**config.mk**
```make
export PLATFORM = sky130hd
export DESIGN_NAME = scope_frame_reader
export DESIGN_NICKNAME = d
export VERILOG_FILES = /design/src/rtl/scope_frame_reader.sv
export SDC_FILE = /design/constraint.sdc
export NUM_CORES = 1
export LEC_CHECK = 0
export BUFFER_PORTS_ARGS = -buffer_cell sky130_fd_sc_hd__buf_4
export CORE_MARGIN = 5
export CORE_UTILIZATION = 40
export DETAILED_ROUTE_END_ITERATION = 8
export GPL_TIMING_DRIVEN = 0
export PLACE_DENSITY = 0.71
export RECOVER_POWER = 50
export SYNTH_ARGS = -nofsm -noshare
export SYNTH_HDL_FRONTEND = slang
export SYNTH_SLANG_ARGS = --single-unit
```
**constraint.sdc**
```tcl
create_clock -name clock -period 5 [get_ports clock]
set_input_delay 1.25 -clock clock [delete_from_list [all_inputs] [get_ports clock]]
set_output_delay 1.25 -clock clock [all_outputs]
set_load 0.05 [all_outputs]
```
**src/rtl/scope_frame_reader.sv**
```systemverilog
// Purpose  : reads one captured scope frame out of the sample RAM and streams it to the display path,
//            tagging each sample with its X position and channel.
// Latency  : first read strobe the cycle after frame_ready is sampled; first sample valid two cycles later.
// Backpres.: 2-entry output FIFO; reads are only issued while buffered plus in-flight samples leave room.
//
// Ports:
//   clock, reset             rising-edge clock, synchronous active-high reset
//   frame_ready, sample_type frame-complete pulse from capture; channel mode latched at frame start
//   ram_rd_en/addr/data      sample RAM read port, data returns one cycle after the strobe
//   out_valid/ready          display stream handshake; out_data/x/channel/last ride with each sample
//   busy, frame_done         frame in progress; pulse after the last sample is accepted
//   frame_drop               pulse when a frame_ready is ignored because a frame is still in progress

// Two-entry FIFO used as the output skid buffer. Storage is cleared on reset so the
// head reads zero afterwards.
module sfr_fifo2 #(
   parameter int WIDTH = 8
) (
   input  logic             clock,
   input  logic             reset,
   input  logic             push_vld,
   input  logic [WIDTH-1:0] push_dat,
   input  logic             pop_rdy,
   output logic             head_vld,
   output logic [WIDTH-1:0] head_dat,
   output logic [1:0]       count
);
   logic [WIDTH-1:0] mem_q [2];
   logic             wr_ptr_q;
   logic             rd_ptr_q;
   logic [1:0]       count_q;
   logic             pop_en;

   assign pop_en   = pop_rdy && head_vld;
   assign head_vld = (count_q != 2'd0);
   assign head_dat = mem_q[rd_ptr_q];
   assign count    = count_q;

   always_ff @(posedge clock) begin
      if (reset) begin
         mem_q[0] <= '0;
         mem_q[1] <= '0;
         wr_ptr_q <= 1'b0;
         rd_ptr_q <= 1'b0;
         count_q  <= 2'd0;
      end else begin
         if (push_vld) begin
            mem_q[wr_ptr_q] <= push_dat;
            wr_ptr_q        <= ~wr_ptr_q;
         end
         if (pop_en) begin
            rd_ptr_q <= ~rd_ptr_q;
         end
         count_q <= count_q + {1'b0, push_vld} - {1'b0, pop_en};
      end
   end
endmodule

module scope_frame_reader #(
   parameter int DATA_WIDTH    = 8,
   parameter int SINGLE_POINTS = 200,
   parameter int DUAL_POINTS   = 400
) (
   input  logic                  clock,
   input  logic                  reset,
   input  logic                  frame_ready,
   input  logic                  sample_type,
   output logic                  ram_rd_en,
   output logic [8:0]            ram_rd_addr,
   input  logic [DATA_WIDTH-1:0] ram_rd_data,
   output logic                  out_valid,
   input  logic                  out_ready,
   output logic [DATA_WIDTH-1:0] out_data,
   output logic [7:0]            out_x,
   output logic                  out_channel,
   output logic                  out_last,
   output logic                  busy,
   output logic                  frame_done,
   output logic                  frame_drop
);
   localparam int TAG_W = DATA_WIDTH + 10;

   typedef enum logic [1:0] {
      IDLE  = 2'd0,
      READ  = 2'd1,
      DRAIN = 2'd2
   } state_t;

   state_t     state_q, state_d;
   logic       mode_q;          // 1 = dual channel, latched at frame start
   logic [8:0] len_m1_q;        // address of the final sample of the frame
   logic [8:0] next_addr_q;     // address the next read will use
   logic [8:0] last_addr_q;     // address of the most recent read, shown while idle
   logic       pend_vld_q;      // read issued last cycle, data is on ram_rd_data now
   logic [7:0] pend_x_q;
   logic       pend_ch_q;
   logic       pend_last_q;
   logic       busy_q;
   logic       frame_done_q;
   logic       frame_drop_q;

   logic             start;
   logic             rd_en;
   logic             pop;
   logic             accept_last;
   logic             addr_is_last;
   logic [2:0]       occ;
   logic [1:0]       fifo_cnt;
   logic [TAG_W-1:0] head_dat;
   logic [7:0]       tag_x;
   logic             tag_ch;

   sfr_fifo2 #(.WIDTH(TAG_W)) u_fifo (
      .clock    (clock),
      .reset    (reset),
      .push_vld (pend_vld_q),
      .push_dat ({ram_rd_data, pend_x_q, pend_ch_q, pend_last_q}),
      .pop_rdy  (out_ready),
      .head_vld (out_valid),
      .head_dat (head_dat),
      .count    (fifo_cnt)
   );

   assign {out_data, out_x, out_channel, out_last} = head_dat;

   assign pop          = out_valid && out_ready;
   assign accept_last  = pop && out_last;
   assign start        = frame_ready && !busy_q;
   assign addr_is_last = (next_addr_q == len_m1_q);
   assign tag_x        = mode_q ? next_addr_q[8:1] : next_addr_q[7:0];
   assign tag_ch       = mode_q & next_addr_q[0];

   // Occupancy after this cycle's pop: buffered entries plus the read whose data is
   // on the bus. Crediting the pop keeps one sample per cycle while never letting
   // buffered + returning samples exceed the two FIFO slots.
   assign occ = {1'b0, fifo_cnt} + {2'b00, pend_vld_q} - {2'b00, pop};

   always_comb begin
      state_d = state_q;
      rd_en   = 1'b0;
      case (state_q)
         IDLE: begin
            if (start) state_d = READ;
         end
         READ: begin
            rd_en = (occ < 3'd2);
            if (rd_en && addr_is_last) state_d = DRAIN;
         end
         DRAIN: begin
            if (accept_last) state_d = IDLE;
         end
         default: state_d = IDLE;
      endcase
   end

   assign ram_rd_en   = rd_en;
   assign ram_rd_addr = rd_en ? next_addr_q : last_addr_q;
   assign busy        = busy_q;
   assign frame_done  = frame_done_q;
   assign frame_drop  = frame_drop_q;

   always_ff @(posedge clock) begin
      if (reset) begin
         state_q      <= IDLE;
         mode_q       <= 1'b0;
         len_m1_q     <= 9'(SINGLE_POINTS - 1);
         next_addr_q  <= 9'd0;
         last_addr_q  <= 9'd0;
         pend_vld_q   <= 1'b0;
         pend_x_q     <= 8'd0;
         pend_ch_q    <= 1'b0;
         pend_last_q  <= 1'b0;
         busy_q       <= 1'b0;
         frame_done_q <= 1'b0;
         frame_drop_q <= 1'b0;
      end else begin
         state_q      <= state_d;
         frame_done_q <= (state_q == DRAIN) && accept_last;
         frame_drop_q <= frame_ready && busy_q;
         // busy spans the frame_done cycle so a frame_ready there is still dropped
         if (start) begin
            busy_q <= 1'b1;
         end else if (frame_done_q) begin
            busy_q <= 1'b0;
         end
         if (start) begin
            mode_q      <= sample_type;
            len_m1_q    <= sample_type ? 9'(DUAL_POINTS - 1) : 9'(SINGLE_POINTS - 1);
            next_addr_q <= 9'd0;
         end else if (rd_en) begin
            last_addr_q <= next_addr_q;
            next_addr_q <= next_addr_q + 9'd1;
         end
         pend_vld_q <= rd_en;
         if (rd_en) begin
            pend_x_q    <= tag_x;
            pend_ch_q   <= tag_ch;
            pend_last_q <= addr_is_last;
         end
      end
   end
endmodule

```
==> flow_summary.ini, run 1 <==
[placed_design]
dp.cells = 474
dpl_cell_area_um2 = 3890
numPortBuffers = 44
place_hpwl_um = 4970
gp_congestion = 0.888

[worst_setup_path]
path_delay_family = adder cells
cp_data_arrival_time_ns = 3.58
cp_max_fo = 10
crit_path_end_kind = output port
cp.depth = 13
max_stage_delay_ns = 0.53
crit_buf_inv = 5
worstSetupPathType = input port to output port
required_ns = 3.75
cp_cell_sequence = clkbuf_4 > and2_0 > ha_1 > inv_1 > ha_1 > inv_1 > fa_1 > and2_1 > nand3_2 > clkbuf_2 > nand2_1 > nand2_1 > buf_4
crit_slowest_cell = fa_1
reg2regPathDepth = 13
worstSetupStartpointType = input port

[die]
die_y_um = 103
die_w_um = 103
rows = 33
io_pins = 45
coreArea_um2 = 8300
dieArea_um2 = 10500
start_util = 0.413

[sta]
hold_viol_final = 0
finalClockSkew_ns = 0.0117
rsz0062_at_grt = no
slew_headroom = 0.120
setup_violations = 0
fin_crit_sh = 0.966
period_minus_slack_ns = 4.83
fmax_ghz = 0.207
max_slew.worst_pin.slew_ns = 1.32
slew_violations = 0

[routing]
drt.antenna.violating_nets = 0
vias_per_cell = 5.03
vias = 2462
drc = 0
firstDrtPassIters = 5
finalWirelength_um = 6920
drtIter0Drc = 111
wl_per_cell_um = 14.2

[cts]
numClockSinks = 77
postCtsSetupBuffers = 0
clkLatencyLatePin_ns = 0.35
clk_pin_slew_ns = 0.07
numCtsBuffers = 9
cts_max_level = 3
clockBufferDepth = 2
cts_tree = done
cts_root_buffer = clkbuf_8

[cells_and_area]
stdcell_area_um2 = 4040
diodes = 0
multi_input_area_um2 = 1410
ff_latch_area_um2 = 1900
drive_above_1_share = 0.206
fin_cells = 489
nets = 396
syn_to_final_growth_pct = 17.9
nFillCells = 798

[yosys]
synth_top_cell_by_area = edfxtp_1
synthCells = 325
synth.top_cell.area_share = 0.315
ys_types = 45
ys_seq_area_frac = 0.555
synth_area_leaders = edfxtp_1, dfxtp_1, and2_1, mux2_2, nand2_1
syn_area_um2 = 3430
synth_fp_nets = 342
avgSynthCellArea_um2 = 10.6
yosysWarnings = 0
ys_ff_latch = 77

[global_route]
grt_pass1_wl_um = 11700
gr-total-overflow = 0
grt_pass1_vias = 2465
grt_usage = 0.144
grt_max_degree = 19
antenna_found_initial = 0

[power_and_ir_drop]
ir_worst_vdd_mv = 0.181
p_leak_nw = 1.54
p_per_area_nw_per_um2 = 483

[hold_path]
worstHoldPathCells = 1
hold_class = flop to flop

[flow_run]
maxCapViolCount = 0

[run_status]
status = completed
## cells in the final DEF, fill, tap and decap left out, types with 3 or more instances in the layout
| master | n |
|---|---|
| nand2_1 | 46 |
| dfxtp_1 | 41 |
| edfxtp_1 | 36 |
| buf_4 | 33 |
| and2_0 | 31 |
| clkbuf_1 | 24 |
| nor2_1 | 21 |
| mux2_2 | 17 |
| a21oi_1 | 13 |
| mux2i_1 | 10 |
| a211oi_1 | 9 |
| clkbuf_8 | 9 |
| and2_1 | 7 |
| o21ai_1 | 7 |
| nand4_1 | 6 |
| buf_2 | 5 |
| o21ai_0 | 5 |
| inv_1 | 4 |
| xor2_1 | 4 |
| xnor2_1 | 4 |
| nand3_1 | 4 |
| or3_1 | 4 |
| and3_1 | 4 |
| ha_1 | 3 |
## repair_timing
action,CTS,global route
hold buffers,0,0
setup endpoints to repair,8,9
gates cloned,0,0
resized for setup,2,1
## worst register-to-register path: cells and delay by family, from the launching register on
kind	cells	cell delay [ns]
buffers and inverters	4	0.53
flip-flops	1	0.37
adder cells (fa/ha/maj)	3	0.96
multiplexers	1	0.15
AND/OR/NAND/NOR	5	0.94
## through the flow
step	power [mW]	hold WS, ns	setup TNS [ns]	setup slack, ns	utilization
finish	1.95	0.438	0	0.168	0.487
global route	2.07	0.481	0	0.0122	0.487
CTS	2.00	0.449	0	0.0508	0.493
detailed placement	1.53	0.439	-0.0310	-0.0290	0.469
global placement	1.51	0.433	0	0.0520	0.469
floorplan	1.33	0.436	0	0.147	-
## layout make-up
class                      count  area share
sequential                    77       0.470
multi-input combinational    220       0.349
timing repair buffer          44      0.0715
tap                          105      0.0325
clock buffer                  10      0.0316
buffer                        21      0.0241
clock inverter                 6      0.0158
inverter                       6     0.00557
## kinds of logic (layout without fill, tap and decap cells)
kind of cell | after synthesis | after routing | synth area share
buffers and inverters | 28 | 87 | 0.0365
muxes | 28 | 28 | 0.0883
AOI/OAI and AO/OA | 40 | 40 | 0.0700
xor gates and xnor gates | 9 | 9 | 0.0230
and+or+nand+nor | 139 | 139 | 0.211
adders and majority gates | 4 | 4 | 0.0168
DFF | 77 | 77 | 0.555
## cells in the mapped netlist, drive strengths merged
cell	instances
inv	6
and3b	1
a31oi	1
mux2	18
nand3b	1
o31ai	1
dfxtp	41
xor2	4
a211oi	10
ha	3
nor3b	2
o21ai	12
xnor2	5
and2	38
nand3	5
nor2	21
clkbuf	11
a21oi	13
nand2b	2
fa	1
o211ai	1
o22ai	1
nand2	46
or4	1
edfxtp	36
or2	3
and3	4
nand4	6
a21o	1
buf	11
mux2i	10
or3	4
nor2b	2
nor4	3
## path summary, 6_finish.rpt
check | from | end | slack, ns
min | frame_done | busy | 0.44
max | out_ready | ram_rd_addr[7] | 0.17
min reg2reg | frame_done | busy | 0.44
max reg2reg | u_fifo.count[1] | next_addr_q[7] | 1.93
## report_power, final
part / leakage [nW] / switching [mW] / internal [mW]
clock: 0.0927 / 0.226 / 0.231
sequential: 0.707 / 0.0461 / 0.745
combinational: 0.740 / 0.480 / 0.224
total: 1.54 / 0.752 / 1.20
## state kept, by name (all words and copies together) (netlist names), named ones only
| register | count |
|---|---|
| len_m1_q | 2 |
| pend_last_q | 1 |
| next_addr_q | 9 |
| last_addr_q | 9 |
| u_fifo.count | 2 |
| frame_drop | 1 |
| frame_done | 1 |
| u_fifo.rd_ptr_q | 1 |
| u_fifo.mem_q | 36 |
| pend_x_q | 8 |
| u_fifo.wr_ptr_q | 1 |
| pend_vld_q | 1 |
| busy | 1 |
| state_q | 2 |
| pend_ch_q | 1 |
## per-layer routing
metal | part of all wire | up-vias | wire (µm) | global-route usage
met5 | 0 | - | 0 | 0
li1 | - | 1233 | - | -
met4 | 0.016 | 0 | 108 | 0.0444
met1 | 0.43 | 1150 | 2960 | 0.173
met3 | 0.069 | 9 | 475 | 0.0501
met2 | 0.49 | 70 | 3380 | 0.243
Note: power is estimated with default switching activity, not from simulation.
==> inputs of run 2 (changes only) <==
CORE_UTILIZATION = 34   (was 40)
CTS_CLUSTER_SIZE = 20   (was default)
PLACE_DENSITY = 0.64   (was 0.71)
==> flow_summary.ini, run 2 (synthesized netlist as in run 1, its figures left out) <==
[cts]
clockBufferDepth = 2
postCtsSetupBuffers = 0
cts_max_level = 3
numCtsBuffers = 9
clk_pin_slew_ns = 0.09
clkLatencyLatePin_ns = 0.36
cts_tree = done
numClockSinks = 77
cts_root_buffer = clkbuf_8

[power_and_ir_drop]
p_per_area_nw_per_um2 = 479
ir_worst_vdd_mv = 0.177
p_leak_nw = 1.56

[worst_setup_path]
worstSetupStartpointType = input port
crit_slowest_cell = fa_1
max_stage_delay_ns = 0.53
cp_cell_sequence = clkbuf_4 > and2_1 > ha_1 > inv_1 > ha_1 > inv_1 > fa_1 > and2_1 > nand3_2 > inv_2 > nand2_1 > nand2_1 > buf_4
crit_path_end_kind = output port
crit_buf_inv = 5
worstSetupPathType = input port to output port
path_delay_family = adder cells
cp_max_fo = 13
required_ns = 3.75
cp_data_arrival_time_ns = 3.52

[placed_design]
numPortBuffers = 44
gp_congestion = 0.844
place_hpwl_um = 4980

[routing]
wl_per_cell_um = 14.0
vias_per_cell = 4.80
drt.antenna.violating_nets = 0
vias = 2481
drtIter0Drc = 154
finalWirelength_um = 7260
firstDrtPassIters = 6
drc = 0

[sta]
rsz0062_at_grt = no
setup_violations = 0
fin_crit_sh = 0.954
fmax_ghz = 0.210
max_slew.worst_pin.slew_ns = 1.31
hold_viol_final = 0
finalSetupTns_ns = 0
slew_violations = 0
finalClockSkew_ns = 0.0119
period_minus_slack_ns = 4.77
slew_headroom = 0.129
whs_ns = 0.458

[global_route]
grt_pass1_vias = 2459
antenna_found_initial = 0
grt_pass1_wl_um = 12200
grt_usage = 0.123
gr-total-overflow = 0
grt_max_degree = 19

[hold_path]
hold_class = flop to flop

[die]
coreArea_um2 = 9820
io_pins = 45
die_y_um = 110
dieArea_um2 = 12200
rows = 36
start_util = 0.349
die_w_um = 110

[cells_and_area]
regMostFlops = u_fifo.mem_q
largestRegisters = u_fifo.mem_q: 36 flops, last_addr_q: 9 flops, next_addr_q: 9 flops
nets = 396
largest_reg_flops = 36
diodes = 0
final_cell_mix = nand2_1, dfxtp_1, buf_4, edfxtp_1, and2_0
nFillCells = 1012
drive_above_1_share = 0.216
final_common_cell = nand2_1
syn_to_final_growth_pct = 19.1

[flow_run]
maxCapViolCount = 0

[run_status]
status = completed
==> run 2: path summary, 6_finish.rpt <==
| check | from | endpoint | slack, ns | cells after the start |
|---|---|---|---|---|
| min | frame_done | busy | 0.46 | 1 |
| min reg2reg | frame_done | busy | 0.46 | 1 |
| max | out_ready | ram_rd_addr[5] | 0.23 | 13 |
| max reg2reg | u_fifo.count[1] | next_addr_q[7] | 1.96 | 13 |
==> run 2: repair_timing <==
action                     CTS  global route
setup endpoints to repair    0            10
hold buffers                 0             0
gates resized for setup      0             4
==> run 2: per-layer routing <==
metal,share of wire,track usage
met5,0,0
met4,0.014,0.0493
met3,0.051,0.0301
met2,0.47,0.197
met1,0.46,0.161
==> run 2: layout make-up <==
type	instances	area, µm²	share of cell area
flip-flops and latches	77	1900	0.466
multi-input cells	220	1410	0.345
repair buffers	44	300	0.0735
well taps	133	166	0.0407
clock buffers	9	124	0.0303
plain buffers	21	97.6	0.0239
clock inverters	7	62.6	0.0153
inverters	6	22.5	0.00551
==> run 2: power by group <==
group          internal (mW)  switching (mW)  leakage (nW)  total, mW
Sequential             0.744          0.0471         0.707      0.792
Combinational          0.230           0.482         0.758      0.712
Clock                  0.192           0.260        0.0936      0.453
Total                   1.17           0.789          1.56       1.96
==> run 2: stage by stage <==
step | util | cell area (µm²) | instances | setup slack [ns] | power [mW]
floorplan | - | 3430 | 325 | 0.147 | 1.33
global placement | 0.400 | 3930 | 502 | 0.0187 | 1.52
detailed placement | 0.400 | 3930 | 502 | 0.0248 | 1.53
CTS | 0.419 | 4110 | 518 | 0.00423 | 1.98
global route | 0.416 | 4090 | 517 | 0.0406 | 2.07
finish | 0.416 | 4090 | 517 | 0.229 | 1.96
